`src/rtl/fabric_port_pkg.sv`:
```
// Shared definitions for the fabric-port blocks: flit header layout, serializer
// state encoding and packed-word flit extraction.
package fabric_port_pkg;

    // Header field positions counted down from the flit MSB; the VC field starts VC_LSB bits below it.
    localparam int unsigned VALID_BIT  = 0;
    localparam int unsigned SOP_BIT    = 1;
    localparam int unsigned EOP_BIT    = 2;
    localparam int unsigned VC_LSB     = 3;

    localparam int unsigned MAX_WORD_W = 512;

    typedef enum logic {
        IDLE,
        SEND
    } state_e;

    // Flit 0 occupies the MSBs of the packed word; callers cast to their real widths.
    function automatic logic [MAX_WORD_W-1:0] get_flit(input logic [MAX_WORD_W-1:0] word,
                                                       input int unsigned width_in,
                                                       input int unsigned idx);
        logic [MAX_WORD_W-1:0] mask;
        int unsigned           fw;
        fw   = width_in / 4;
        mask = '1;
        mask = mask >> (MAX_WORD_W - fw);
        return (word >> ((3 - idx) * fw)) & mask;
    endfunction

endpackage

```
`src/rtl/flit_serializer_if.sv`:
```
// Word-in / flit-out handshake bundle of the flit serializer.
interface flit_serializer_if #(
    parameter int unsigned WIDTH_IN = 36
);
    localparam int unsigned FLIT_WIDTH = WIDTH_IN / 4;

    logic [WIDTH_IN-1:0]   i_packet_in;
    logic                  i_valid_in;
    logic                  i_ready_out;
    logic [FLIT_WIDTH-1:0] o_flit_out;
    logic                  o_valid_out;

    modport slave (
        input  i_packet_in,
        input  i_valid_in,
        output i_ready_out,
        output o_flit_out,
        output o_valid_out
    );

    modport master (
        output i_packet_in,
        output i_valid_in,
        input  i_ready_out,
        input  o_flit_out,
        input  o_valid_out
    );
endinterface

```
`src/rtl/credit_counter.sv`:
```
// Per-VC credit counter toward the router input buffer, with sticky overflow flag.
module credit_counter #(
    parameter int unsigned BUFFER_DEPTH = 8
) (
    input  logic clk,
    input  logic rst_n,
    input  logic i_consume,
    input  logic i_return,
    output logic o_has_credit,
    output logic o_ovf
);
    localparam int unsigned    CW   = $clog2(BUFFER_DEPTH + 1);
    localparam logic [CW-1:0]  FULL = CW'(BUFFER_DEPTH);

    logic [CW-1:0] count_q, count_d;
    logic          ovf_q, ovf_d;

    always_ff @(posedge clk or negedge rst_n) begin
        if (!rst_n) begin
            count_q <= FULL;
            ovf_q   <= 1'b0;
        end else begin
            count_q <= count_d;
            ovf_q   <= ovf_d;
        end
    end

    always_comb begin
        count_d = count_q;
        ovf_d   = ovf_q;
        if (i_consume && !i_return) begin
            count_d = count_q - CW'(1);
        end else if (i_return && !i_consume) begin
            if (count_q == FULL) ovf_d = 1'b1;
            else                 count_d = count_q + CW'(1);
        end
    end

    assign o_has_credit = (count_q != '0);
    assign o_ovf        = ovf_q;
endmodule

```
`src/rtl/flit_serializer.sv`:
```
// Serializes a packed 4-flit word into one flit per cycle under per-VC credit flow control.
// Optional FLIT_SERIALIZER_STATS_EN adds o_flit_count / o_pkt_count statistics outputs.
module flit_serializer
    import fabric_port_pkg::*;
#(
    parameter int unsigned WIDTH_IN         = 36,
    parameter int unsigned VC_ADDRESS_WIDTH = 1,
    parameter int unsigned BUFFER_DEPTH     = 8
) (
    input  logic                            clk,
    input  logic                            rst_n,
    flit_serializer_if.slave                port,
    input  logic [2**VC_ADDRESS_WIDTH-1:0]  i_credit_in,
    output logic                            o_credit_ovf
`ifdef FLIT_SERIALIZER_STATS_EN
   ,output logic [31:0]                     o_flit_count,
    output logic [31:0]                     o_pkt_count
`endif
);
    localparam int unsigned FLIT_WIDTH = WIDTH_IN / 4;
    localparam int unsigned NUM_VC     = 2**VC_ADDRESS_WIDTH;
    localparam int unsigned VC_HI      = FLIT_WIDTH - 1 - VC_LSB;

    state_e                         state_q, state_d;
    logic [WIDTH_IN-1:0]            word_q, word_d;
    logic [3:0]                     pend_q, pend_d;

    logic [FLIT_WIDTH-1:0]          flits [4];
    logic [3:0]                     in_valid;
    logic [1:0]                     cur_idx;
    logic [FLIT_WIDTH-1:0]          cur_flit;
    logic [VC_ADDRESS_WIDTH-1:0]    cur_vc;
    logic [3:0]                     pend_left;
    logic                           xfer, ready;
    logic [NUM_VC-1:0]              consume, has_credit, ovf;

    always_ff @(posedge clk or negedge rst_n) begin
        if (!rst_n) begin
            state_q <= IDLE;
            word_q  <= '0;
            pend_q  <= '0;
        end else begin
            state_q <= state_d;
            word_q  <= word_d;
            pend_q  <= pend_d;
        end
    end

    // Lowest-numbered pending flit wins, so invalid flits cost no cycles.
    always_comb begin
        cur_idx = '0;
        for (int unsigned i = 0; i < 4; i++) begin
            flits[i]    = FLIT_WIDTH'(get_flit(MAX_WORD_W'(word_q), WIDTH_IN, i));
            in_valid[i] = port.i_packet_in[WIDTH_IN - 1 - VALID_BIT - i * FLIT_WIDTH];
        end
        for (int unsigned i = 0; i < 4; i++) begin
            if (pend_q[3 - i]) cur_idx = 2'(3 - i);
        end
        cur_flit  = flits[cur_idx];
        cur_vc    = cur_flit[VC_HI -: VC_ADDRESS_WIDTH];
        pend_left = pend_q & ~(4'b0001 << cur_idx);
    end

    // Ready rises combinationally on the last transfer so the next word loads without a bubble.
    always_comb begin
        xfer             = (state_q == SEND) && has_credit[cur_vc];
        ready            = (state_q == IDLE) || (xfer && (pend_left == '0));
        port.o_valid_out = xfer;
        port.o_flit_out  = (state_q == SEND) ? cur_flit : '0;
        port.i_ready_out = ready;
        consume          = '0;
        if (xfer) consume[cur_vc] = 1'b1;
    end

    always_comb begin
        state_d = state_q;
        word_d  = word_q;
        pend_d  = pend_q;
        if (xfer) begin
            pend_d = pend_left;
            if (pend_left == '0) state_d = IDLE;
        end
        if (port.i_valid_in && ready) begin
            word_d  = port.i_packet_in;
            pend_d  = in_valid;
            state_d = (in_valid != '0) ? SEND : IDLE;
        end
    end

    for (genvar v = 0; v < NUM_VC; v++) begin : g_credit
        credit_counter #(
            .BUFFER_DEPTH (BUFFER_DEPTH)
        ) u_credit (
            .clk          (clk),
            .rst_n        (rst_n),
            .i_consume    (consume[v]),
            .i_return     (i_credit_in[v]),
            .o_has_credit (has_credit[v]),
            .o_ovf        (ovf[v])
        );
    end

    assign o_credit_ovf = |ovf;

`ifdef FLIT_SERIALIZER_STATS_EN
    logic [31:0] flit_cnt_q, pkt_cnt_q;

    always_ff @(posedge clk or negedge rst_n) begin
        if (!rst_n) begin
            flit_cnt_q <= '0;
            pkt_cnt_q  <= '0;
        end else if (xfer) begin
            flit_cnt_q <= flit_cnt_q + 32'd1;
            if (cur_flit[FLIT_WIDTH - 1 - EOP_BIT]) pkt_cnt_q <= pkt_cnt_q + 32'd1;
        end
    end

    assign o_flit_count = flit_cnt_q;
    assign o_pkt_count  = pkt_cnt_q;
`endif
endmodule

```
`src/flat_wrapper.sv`:
```
// flat-port wrapper written by rule: the top's interface ports become plain ports
module flit_serializer_flat import fabric_port_pkg::*;
#(
    parameter int unsigned WIDTH_IN         = 36,
    parameter int unsigned VC_ADDRESS_WIDTH = 1,
    parameter int unsigned BUFFER_DEPTH     = 8
)
  (clk, rst_n, i_credit_in, o_credit_ovf, port_i_packet_in, port_i_valid_in, port_i_ready_out, port_o_flit_out, port_o_valid_out);
  flit_serializer_if #(.WIDTH_IN(WIDTH_IN)) port_i ();
  input  logic clk;
  input  logic rst_n;
  input  logic [2**VC_ADDRESS_WIDTH-1:0] i_credit_in;
  output logic o_credit_ovf;
  input wire logic [$bits(port_i.i_packet_in)-1:0] port_i_packet_in;
  input wire logic [$bits(port_i.i_valid_in)-1:0] port_i_valid_in;
  output wire logic [$bits(port_i.i_ready_out)-1:0] port_i_ready_out;
  output wire logic [$bits(port_i.o_flit_out)-1:0] port_o_flit_out;
  output wire logic [$bits(port_i.o_valid_out)-1:0] port_o_valid_out;
  assign port_i.i_packet_in = port_i_packet_in;
  assign port_i.i_valid_in = port_i_valid_in;
  assign port_i_ready_out = port_i.i_ready_out;
  assign port_o_flit_out = port_i.o_flit_out;
  assign port_o_valid_out = port_i.o_valid_out;
  flit_serializer #(.WIDTH_IN(WIDTH_IN), .VC_ADDRESS_WIDTH(VC_ADDRESS_WIDTH), .BUFFER_DEPTH(BUFFER_DEPTH)) u_core (.clk(clk), .rst_n(rst_n), .port(port_i), .i_credit_in(i_credit_in), .o_credit_ovf(o_credit_ovf));
endmodule
```
`config.mk`:
```
export PLATFORM = sky130hd
export DESIGN_NAME = flit_serializer_flat
export DESIGN_NICKNAME = d
export VERILOG_FILES = /design/src/rtl/fabric_port_pkg.sv /design/src/rtl/flit_serializer_if.sv /design/src/rtl/credit_counter.sv /design/src/rtl/flit_serializer.sv /design/src/flat_wrapper.sv
export SDC_FILE = /design/constraint.sdc
export NUM_CORES = 1
export LEC_CHECK = 0
export CORE_MARGIN = 1
export CORE_UTILIZATION = 52
export DETAILED_ROUTE_END_ITERATION = 6
export PLACE_DENSITY = 0.8
export REMOVE_ABC_BUFFERS = 1
export SLEW_MARGIN = 20
export SYNTH_ARGS = -nofsm -noshare
export SYNTH_HDL_FRONTEND = slang
export SYNTH_HIERARCHICAL = 1
export SYNTH_SLANG_ARGS = --single-unit
export TNS_END_PERCENT = 100
```
`constraint.sdc`:
```
create_clock -name clk -period 3.1 [get_ports clk]
set_clock_uncertainty 0.05 [all_clocks]
set_input_delay 0.62 -clock clk [delete_from_list [all_inputs] [get_ports clk]]
set_output_delay 0.62 -clock clk [all_outputs]
set_load 0.02 [all_outputs]
```
==> Word-level counts from Yosys, hierarchy flattened <==
Index checks and enable logic that the tools add are counted.
{ "word_totals": {"reg_bits": 51, "latchBits": 0, "ramBits": 0, "mem_bits_ro": 0, "inputBits": 41, "out_inout_bits": 12, "elab_cells": 77, "memories": 0} }
{ "op_classes": {"n_addsub": 4, "mul": 0, "n_div": 0, "magnitude_cmp": 3, "n_eq_ne": 4, "shifts": 1, "mux": 25, "bitwise": 6, "n_reduce_logical": 27} }
{ "op_table": {"columns": ["op", "count"], "rows": [
  ["two-way mux 4 bit", 8],
  ["two-way mux 9 bit", 3],
  ["binary-select mux 9 bit (select 2 bit)", 1],
  ["nonzero test 4 bit", 3],
  ["two-way mux 2 bit", 5],
  ["adder 4 x 1 -> 4 bit (second input constant)", 2],
  ["equality test 4 bit (second input constant)", 2],
  ["logical AND 1 bit", 8],
  ["nonzero test 2 bit", 4],
  ["subtractor 4 x 1 -> 4 bit (second input constant)", 2],
  ["two-way mux 1 bit", 7],
  ["AND reduction 2 bit", 3],
  ["AND reduction 3 bit", 2],
  ["AND 4 bit", 1],
  ["zero test 1 bit", 4],
  ["zero test 4 bit", 1],
  ["inequality test 2 bit (second input constant)", 2],
  ["inverter 4 bit", 1],
  ["left shift 1 x 2 -> 4 bit (first input constant)", 1],
  ["greater-or-equal comparator 3 bit (second input constant)", 1],
  ["inverter 1 bit", 3],
  ["inverter 2 -> 3 bit", 1],
  ["< comparator 1 x 2 -> 1 bit (second input constant)", 1],
  ["OR reduction 2 bit", 1],
  ["3 further kinds", 3]
]} }

==> Depth between registers and ports, before layout <==
{ "depth": {"word_depth": 17, "ltp_mapped": 12} }

==> Cells and area by module <==
The synthesis kept the hierarchy.
{ "modules_own_cells": {"columns": ["module", "instances", "cells_each", "area_per_inst_um2", "seq_area_each_um2"], "rows": [
  ["flit_serializer", 1, 173, 2050.7, 1026.0],
  ["credit_counter", 2, 33, 347.8, 126.4]
]} }

==> Worst setup path after synthesis <==
OpenSTA, ideal clock, no wires.
{ "synth_timing": {"path_kind": "flip-flop to output port", "from": "reg u_core.pend_q[1]", "to": "out port_i_ready_out", "t_arrival_ns": 1.743, "t_required_ns": 2.430, "path_slack_ns": 0.687, "stages_incl_launch_ff": 7, "n_path_buf": 1, "path_cell_list": "dfrtp_1 > buf_2 > nor3b_1 > nor3_2 > nand2_2 > mux2i_1 > o21ai_0"} }
{ "synth_between": {"elab_chain_len": 11} }
{ "synth_lines": {"columns": ["element", "line_no", "rtl"], "rows": [
  ["start: declaration", "flit_serializer.sv:26", "logic [3:0] pend_q, pend_d;"],
  ["start signal: assignment", "flit_serializer.sv:45", "pend_q <= pend_d;"],
  ["two-way mux 2 bit (2 in series)", "flit_serializer.sv:57", "if (pend_q[3 - i]) cur_idx = 2'(3 - i);"],
  ["inverter 2 -> 3 bit (not written as such)", "flit_serializer.sv:59", "cur_flit = flits[cur_idx];"],
  ["binary-select mux 9 bit (select 2 bit)", "flit_serializer.sv:59", null],
  ["two-way mux 9 bit (not written as such) (2 in series)", "flit_serializer.sv:59", null],
  ["two-way mux 1 bit (not written as such) (2 in series)", "flit_serializer.sv:66", "xfer = (state_q == SEND) && has_credit[cur_vc];"],
  ["logical AND 1 bit", "flit_serializer.sv:66", null],
  ["logical AND 1 bit *", "flit_serializer.sv:67", "ready = (state_q == IDLE) || (xfer && (pend_left == '0));"],
  ["logical OR 1 bit *", "flit_serializer.sv:67", null],
  ["end: declaration", "flat_wrapper.sv:16", "output wire logic [$bits(port_i.i_ready_out)-1:0] port_i_ready_out;"]
]} }
Mark *: on every way between the ends. The rest lies on a longest branch, timed or not. The select of a mux whose other input is x is not followed.

==> Worst setup path in the final report <==
{ "layout_timing": {"from": "reg u_core.pend_q[1]", "to": "out port_o_flit_out[4]"} }
{ "layout_between": {"elab_chain_len": 7} }
{ "layout_lines": {"columns": ["element", "line_no", "rtl"], "rows": [
  ["two-way mux 2 bit (2 in series)", "flit_serializer.sv:57", null],
  ["inverter 2 -> 3 bit (not written as such)", "flit_serializer.sv:59", null],
  ["binary-select mux 9 bit (select 2 bit)", "flit_serializer.sv:59", null],
  ["two-way mux 9 bit (not written as such) (2 in series)", "flit_serializer.sv:59", null],
  ["two-way mux 9 bit", "flit_serializer.sv:69", "port.o_flit_out = (state_q == SEND) ? cur_flit : '0;"],
  ["end: declaration", "flat_wrapper.sv:17", "output wire logic [$bits(port_i.o_flit_out)-1:0] port_o_flit_out;"]
]} }
No other way between the ends. The select of a mux whose other input is x is not followed.

==> results.tsv <==
stage	metric	value	unit
cts	clock sink total	51	
logic_synthesis	Mapped Cells	239	
cts	Post-CTS Setup Bufs	0	
logic_synthesis	synthesized area	0.00275	sq mm
timing	Period minus WS final	2.97	ns
cts	maximum clock insertion buffer count	2	
timing	final setup violating endpoints	0	
timing	TNS Setup	0	ns
detailed_routing	total wire length	5310	um
global_routing	vias in the first global route	1977	
logic_synthesis	most area-consuming cells after synthesis	dfrtp_1 45%, mux2_2 14%, ha_1 3.6%, nor2_1 2.9%, a221oi_1 2.6%	
placement	port buffer count	52	
detailed_routing	DR vias	1994	
timing	Fin. Hold Viols	0	
placement	RD Place Congestion	0.850	
floorplan	IO Count	53	
timing	Tcrit/Tclk final	95.9	%
detailed_routing	# DRC	0	
floorplan	die footprint	0.00558	sq mm
cts	Reg clk slew, reported paths	0.09	ns
finish	fin nets	342	
timing	f_max	0.337	GHz
setup_path	Worst setup EP type	output pin	
outcome	outcome	finished, final reports clean	
cts	number of CTS-inserted buffers	5	
cts	CTS root buffer	clkbuf_8	
global_routing	GR Overflow Total	0	
setup_path	internal reg-to-reg setup slack	0.39	ns
min_path	Hold Crit Class	primary input to asynchronous set/reset pin	
cts	Max H-tree Level	2	
timing	Slew headroom	58.8	%
setup_path	Crit Path Class	flip-flop to output pin	
job	Max Cap Viol	0	
power	Power Total	3.90	mW
setup_path	startpoint types	flip-flop	
detailed_routing	DR WL/cell	14.6	um
timing	final slew viol count	0	
timing	Worst Tran Pin Value	0.618	ns
cts	clock latency on the worst-skew pair	0.30	ns
power	leakage	1.50	nW
floorplan	Initial Util	53.8	%
global_routing	first-pass GRT wire length	9160	um
logic_synthesis	main flop type after synthesis	dfrtp_1	
finish	Synth-to-Final Area Change	26.2	%
power	PD cells	1130	mW/mm^2
logic_synthesis	Synthesis Warnings	6	
finish	layout cells sized above 1	23.2	%
floorplan	core area	0.00511	sq mm
logic_synthesis	Synth area leader	dfrtp_1	
setup_path	R2R cell count	12	
logic_synthesis	register area share after synthesis	46.6	%
detailed_routing	first-pass iteration count of the detailed router	4	
global_routing	GRT Util Overall	21.7	%
power	Worst VDD drop	0.000531	V
cts	number of hold buffers added after cts	0	
detailed_routing	Via density	5.49	
setup_path	Reg2Reg Capture Point	u_core/g_credit[1].u_credit/count_q[2]$_DFFE_PN0P_	
logic_synthesis	top-count cell post-synth	dfrtp_1	
global_routing	largest net degree at the start of global routing	52	
logic_synthesis	synthesized area per cell	11.5	sq um
setup_path	r2r startpoint	u_core/pend_q[0]$_DFFE_PN0P_	
floorplan	die height	74.7	um
logic_synthesis	Post-synth EDFFs	0	
cts	CTS tree	done	
global_routing	initial antenna violation count	0	
placement	post-DP HPWL	3810	um
timing	RSZ-0062 raised after global routing	false	
detailed_routing	Detailed Route Iter0 Violations	114	
finish	n_diodes	0	
logic_synthesis	area share of the largest cell type after synthesis	44.6	%
logic_synthesis	asr flop ratio synth	100	%
setup_path	CP Max Fanout	12	
setup_path	CP Data Required Time	2.43	ns
logic_synthesis	commonest cells in the synthesized netlist	49 x dfrtp_1, 34 x mux2_2, 21 x nor2_1	
logic_synthesis	#FFs+latches synth	51	
detailed_routing	Antenna Nets Post-Route	0	
floorplan	Std-Cell Rows	26	
floorplan	Horiz. Die Dim	74.7	um
setup_path	arrival time at the worst endpoint	2.30	ns
logic_synthesis	Distinct cells, synth	42	
[flip-flops by register name, summed over array words and instances, names as in the netlist]
name / flops
u_core/flits: 36
u_core/g_credit.u_credit/count_q: 8
u_core/g_credit.u_credit/o_ovf: 2
u_core/pend_q: 4
u_core/state_q: 1
[area by class of cell]
type / instances / area [sq um]
Clock buffer: 5 / 68.8
Tap cell: 70 / 87.6
Clock inverter: 2 / 37.5
Multi-Input combinational cell: 167 / 1360
Timing Repair Buffer: 59 / 601
Sequential cell: 51 / 1280
Fill cell: 398 / 1640
Inverter: 9 / 33.8
[metrics by stage]
stage	util [%]	cell area [sq um]	instances	hold WS (ns)	setup WS, ns
detailed placement	65.3	3340	356	0.397	0.288
global route	67.8	3460	363	0.416	0.00336
global placement	65.3	3340	356	0.397	0.301
floorplan	-	2670	227	0.274	0.121
CTS	67.4	3440	363	0.387	0.00275
finish	67.8	3460	363	0.360	0.129
[cell usage in the layout (no fill, tap or decap), drive strengths merged, types with 2 or more instances in the layout]
cell type	synthesis	final
mux2i	2	2
or2	2	2
clkdlybuf4s50	0	43
a221oi	9	9
nor4	2	2
ha	8	8
nand4b	2	2
xor2	4	4
nand2b	6	6
nand3	4	4
dfstp	2	2
a211oi	2	2
o2bb2ai	4	4
a21oi	5	5
dfrtp	49	49
a31o	2	2
nor3	6	6
a211o	2	2
nand2	16	16
buf	7	8
nor3b	2	2
a22oi	8	8
mux2	37	37
inv	9	9
o21ai	5	5
xnor2	6	6
nor2b	3	3
nor2	21	21
clkbuf	5	5
a31oi	2	2
dlymetal6s2s	0	8
nand3b	2	2
[worst max-delay path, cell delays in order, from the launching register on]
cell and delay [ns]:
dfrtp_2 0.46, buf_4 0.22, nor3_1 0.05, or2_2 0.37, a221oi_1 0.27, nor2_1 0.07, clkdlybuf4s50_1 0.55
[what timing repair did]
item                                    4_1_cts  5_1_grt
resized for setup                             3        8
endpoints found under the hold margin         0        0
endpoints found under the setup margin        4        8
[how the worst max path moves through the flow]
| stage | startpoint | to | slack [ns] | depth (start not counted) |
|---|---|---|---|---|
| 2_1_floorplan | u_core/pend_q[1]$_DFFE_PN0P_ | u_core/flits[0]$_DFFE_PN0P_ | 0.12 | 5 |
| 3_3_place_gp | u_core/pend_q[0]$_DFFE_PN0P_ | port_i_ready_out | 0.30 | 6 |
| 3_5_place_dp | u_core/pend_q[0]$_DFFE_PN0P_ | port_i_ready_out | 0.29 | 6 |
| 4_1_cts | u_core/pend_q[0]$_DFFE_PN0P_ | port_i_ready_out | 0.003 | 6 |
| 5_1_grt | u_core/pend_q[1]$_DFFE_PN0P_ | port_o_flit_out[4] | 0.003 | 6 |
| 6_report | u_core/pend_q[1]$_DFFE_PN0P_ | port_o_flit_out[4] | 0.13 | 6 |
[logic make-up after synthesis]
family	Yosys count	share of synthesized area, %
AOI/OAI and AO/OA	42	13.4
buffers and inverters	21	4.10
and+or+nand+nor	68	13.2
DFF	51	46.6
xor gates and xnor gates	10	3.19
muxes	39	15.9
adders and majority gates	8	3.64
[where the power goes]
| part | total [mW] | internal [mW] | switching, mW | leakage (nW) |
|---|---|---|---|---|
| combinational | 2.12 | 1.08 | 1.04 | 0.861 |
| clock | 0.450 | 0.236 | 0.214 | 0.0502 |
| sequential | 1.33 | 1.03 | 0.306 | 0.593 |
| total | 3.90 | 2.34 | 1.56 | 1.50 |
[per-layer routing]
layer | wire length (um) | global-route usage [%] | vias to the layer above
li1 | - | - | 960
met1 | 2440 | 29.6 | 976
met2 | 2590 | 35.5 | 51
met3 | 214 | 4.28 | 7
met4 | 67 | 6.29 | 0
met5 | 0 | 0 | -
Power figures use the tool's default switching activity.
==> RTL edit: new RTL, same settings <==
Compare `count_q` against `FULL` with >= in place of ==.
--- a/src/rtl/credit_counter.sv
+++ b/src/rtl/credit_counter.sv
@@ -31,7 +31,7 @@
         if (i_consume && !i_return) begin
             count_d = count_q - CW'(1);
         end else if (i_return && !i_consume) begin
-            if (count_q == FULL) ovf_d = 1'b1;
+            if (count_q >= FULL) ovf_d = 1'b1;
             else                 count_d = count_q + CW'(1);
         end
     end
Function: same outputs for any inputs over 10 cycles, from zero or initial values and one cycle with rst_n low; that may be too few to reach the edited logic, so the function may still have changed.
==> RTL edit against the unedited design <==
Cell count decreased by 0.55%. Non-clock buffer count increased by 2. Critical path depth did not move. Design area decreased by 0.29%. Sequential cell count unchanged. Power shrank 0.91%. Area after synthesis decreased by 1.0%. Wire length grew 9.3%. Worst setup slack worse by 0.0094 ns. Die area down 0.98%. Global-route usage rose by 1.4 points. Critical path type unchanged.
==> RTL edit: results (changes against the unedited design) <==
* Status: completed (unchanged)
* Worst slew pin tran at 0.637 ns (was 0.618 ns)
* Placed Instances at 351 (was 356)
* CP Max Fanout at 14 (was 12)
* Mean Syn Cell Area at 11.5 um^2 (about the same)
* Max rail drop VDD at 614 uV (was 531 uV)
* Pre-CTS setup slack at 0.203 ns (was 0.288 ns)
* Fin crit share at 96.2% (was 95.9%)
* First-pass GRT wire length at 9540 um (was 9160 um)
* All-Layer GR Usage at 23.1% (was 21.7%)
* Clk_lat worst skew at 0.30 ns (about the same)
* Routed Wire Length at 5810 um (was 5310 um)
* Register area share after synthesis at 47.0% (was 46.6%)
* Synth cell count leaders: dfrtp_1, mux2_2, nor2_1 (unchanged)
* Area contributors post-synth: dfrtp_1, mux2_2, ha_1 (unchanged)
* Via density at 5.72 (was 5.49)
* Reg-to-reg endpoint: u_core/g_credit[0].u_credit/count_q[3] (was u_core/g_credit[1].u_credit/count_q[2])
* Placed instance area at 3300 um^2 (was 3340 um^2)
* DR iter-0 viols at 118 (was 114)
* P_leak at 1.51 nW (was 1.50 nW)
* Vias in the first global route at 1,984 (was 1,977)
* Reg2reg path depth at 10 (was 12)
* Hold WS at 0.373 ns (was 0.360 ns)
* Layout cells sized above 1 at 22.8% (was 23.2%)
* Diode count at 0 (unchanged)
* Non-Filler Instances at 361 (was 363)
[RTL edit: power groups by stage]
stage	Clock [mW]	Combinational (mW)	Sequential (mW)
5_1_grt	0.457	2.35	1.36
6_report	0.419	2.14	1.31
3_5_place_dp	0	2.10	1.31
2_1_floorplan	0	1.46	1.24
4_1_cts	0.431	2.14	1.30
3_3_place_gp	0	2.05	1.29
[RTL edit: cells by family after synthesis]
kind of cell,Yosys count,share of synthesized area (%)
multiplexers,41,16.9
XOR/XNOR,8,2.58
adder cells (fa/ha/maj),8,3.68
AND/OR/NAND/NOR,68,13.6
flip-flops,51,47.0
AO/OA/AOI/OAI,38,11.8
buffers and inverters,23,4.42
[RTL edit: layout make-up]
class | instances | area (um^2)
repair buffers | 61 | 616
multi-input cells | 163 | 1330
flip-flops and latches | 51 | 1280
fillers | 377 | 1430
inverters | 11 | 41.3
clock inverters | 1 | 7.51
well taps | 67 | 83.8
clock buffers | 7 | 96.3
[RTL edit: layer usage]
metal  up-vias  track usage (%)  part of all wire, %
met5         -                0                    0
met4         0             5.87                 0.59
met3         2             4.88                  4.1
met2        55             38.6                   50
met1      1033             30.9                   45
li1        976                -                    -
[RTL edit: repair_timing]
item,in CTS,in global routing
gates cloned,0,0
pin swaps,1,1
resized for setup,3,10
endpoints found under the setup margin,9,10
setup buffers,2,0
[RTL edit: worst max-delay path, delay by kind of cell (launching register included)]
kind | cells | cell delay [ns]
AO/OA/AOI/OAI | 1 | 0.28
buffers and inverters | 2 | 0.76
flip-flops | 1 | 0.46
AND/OR/NAND/NOR | 3 | 0.51
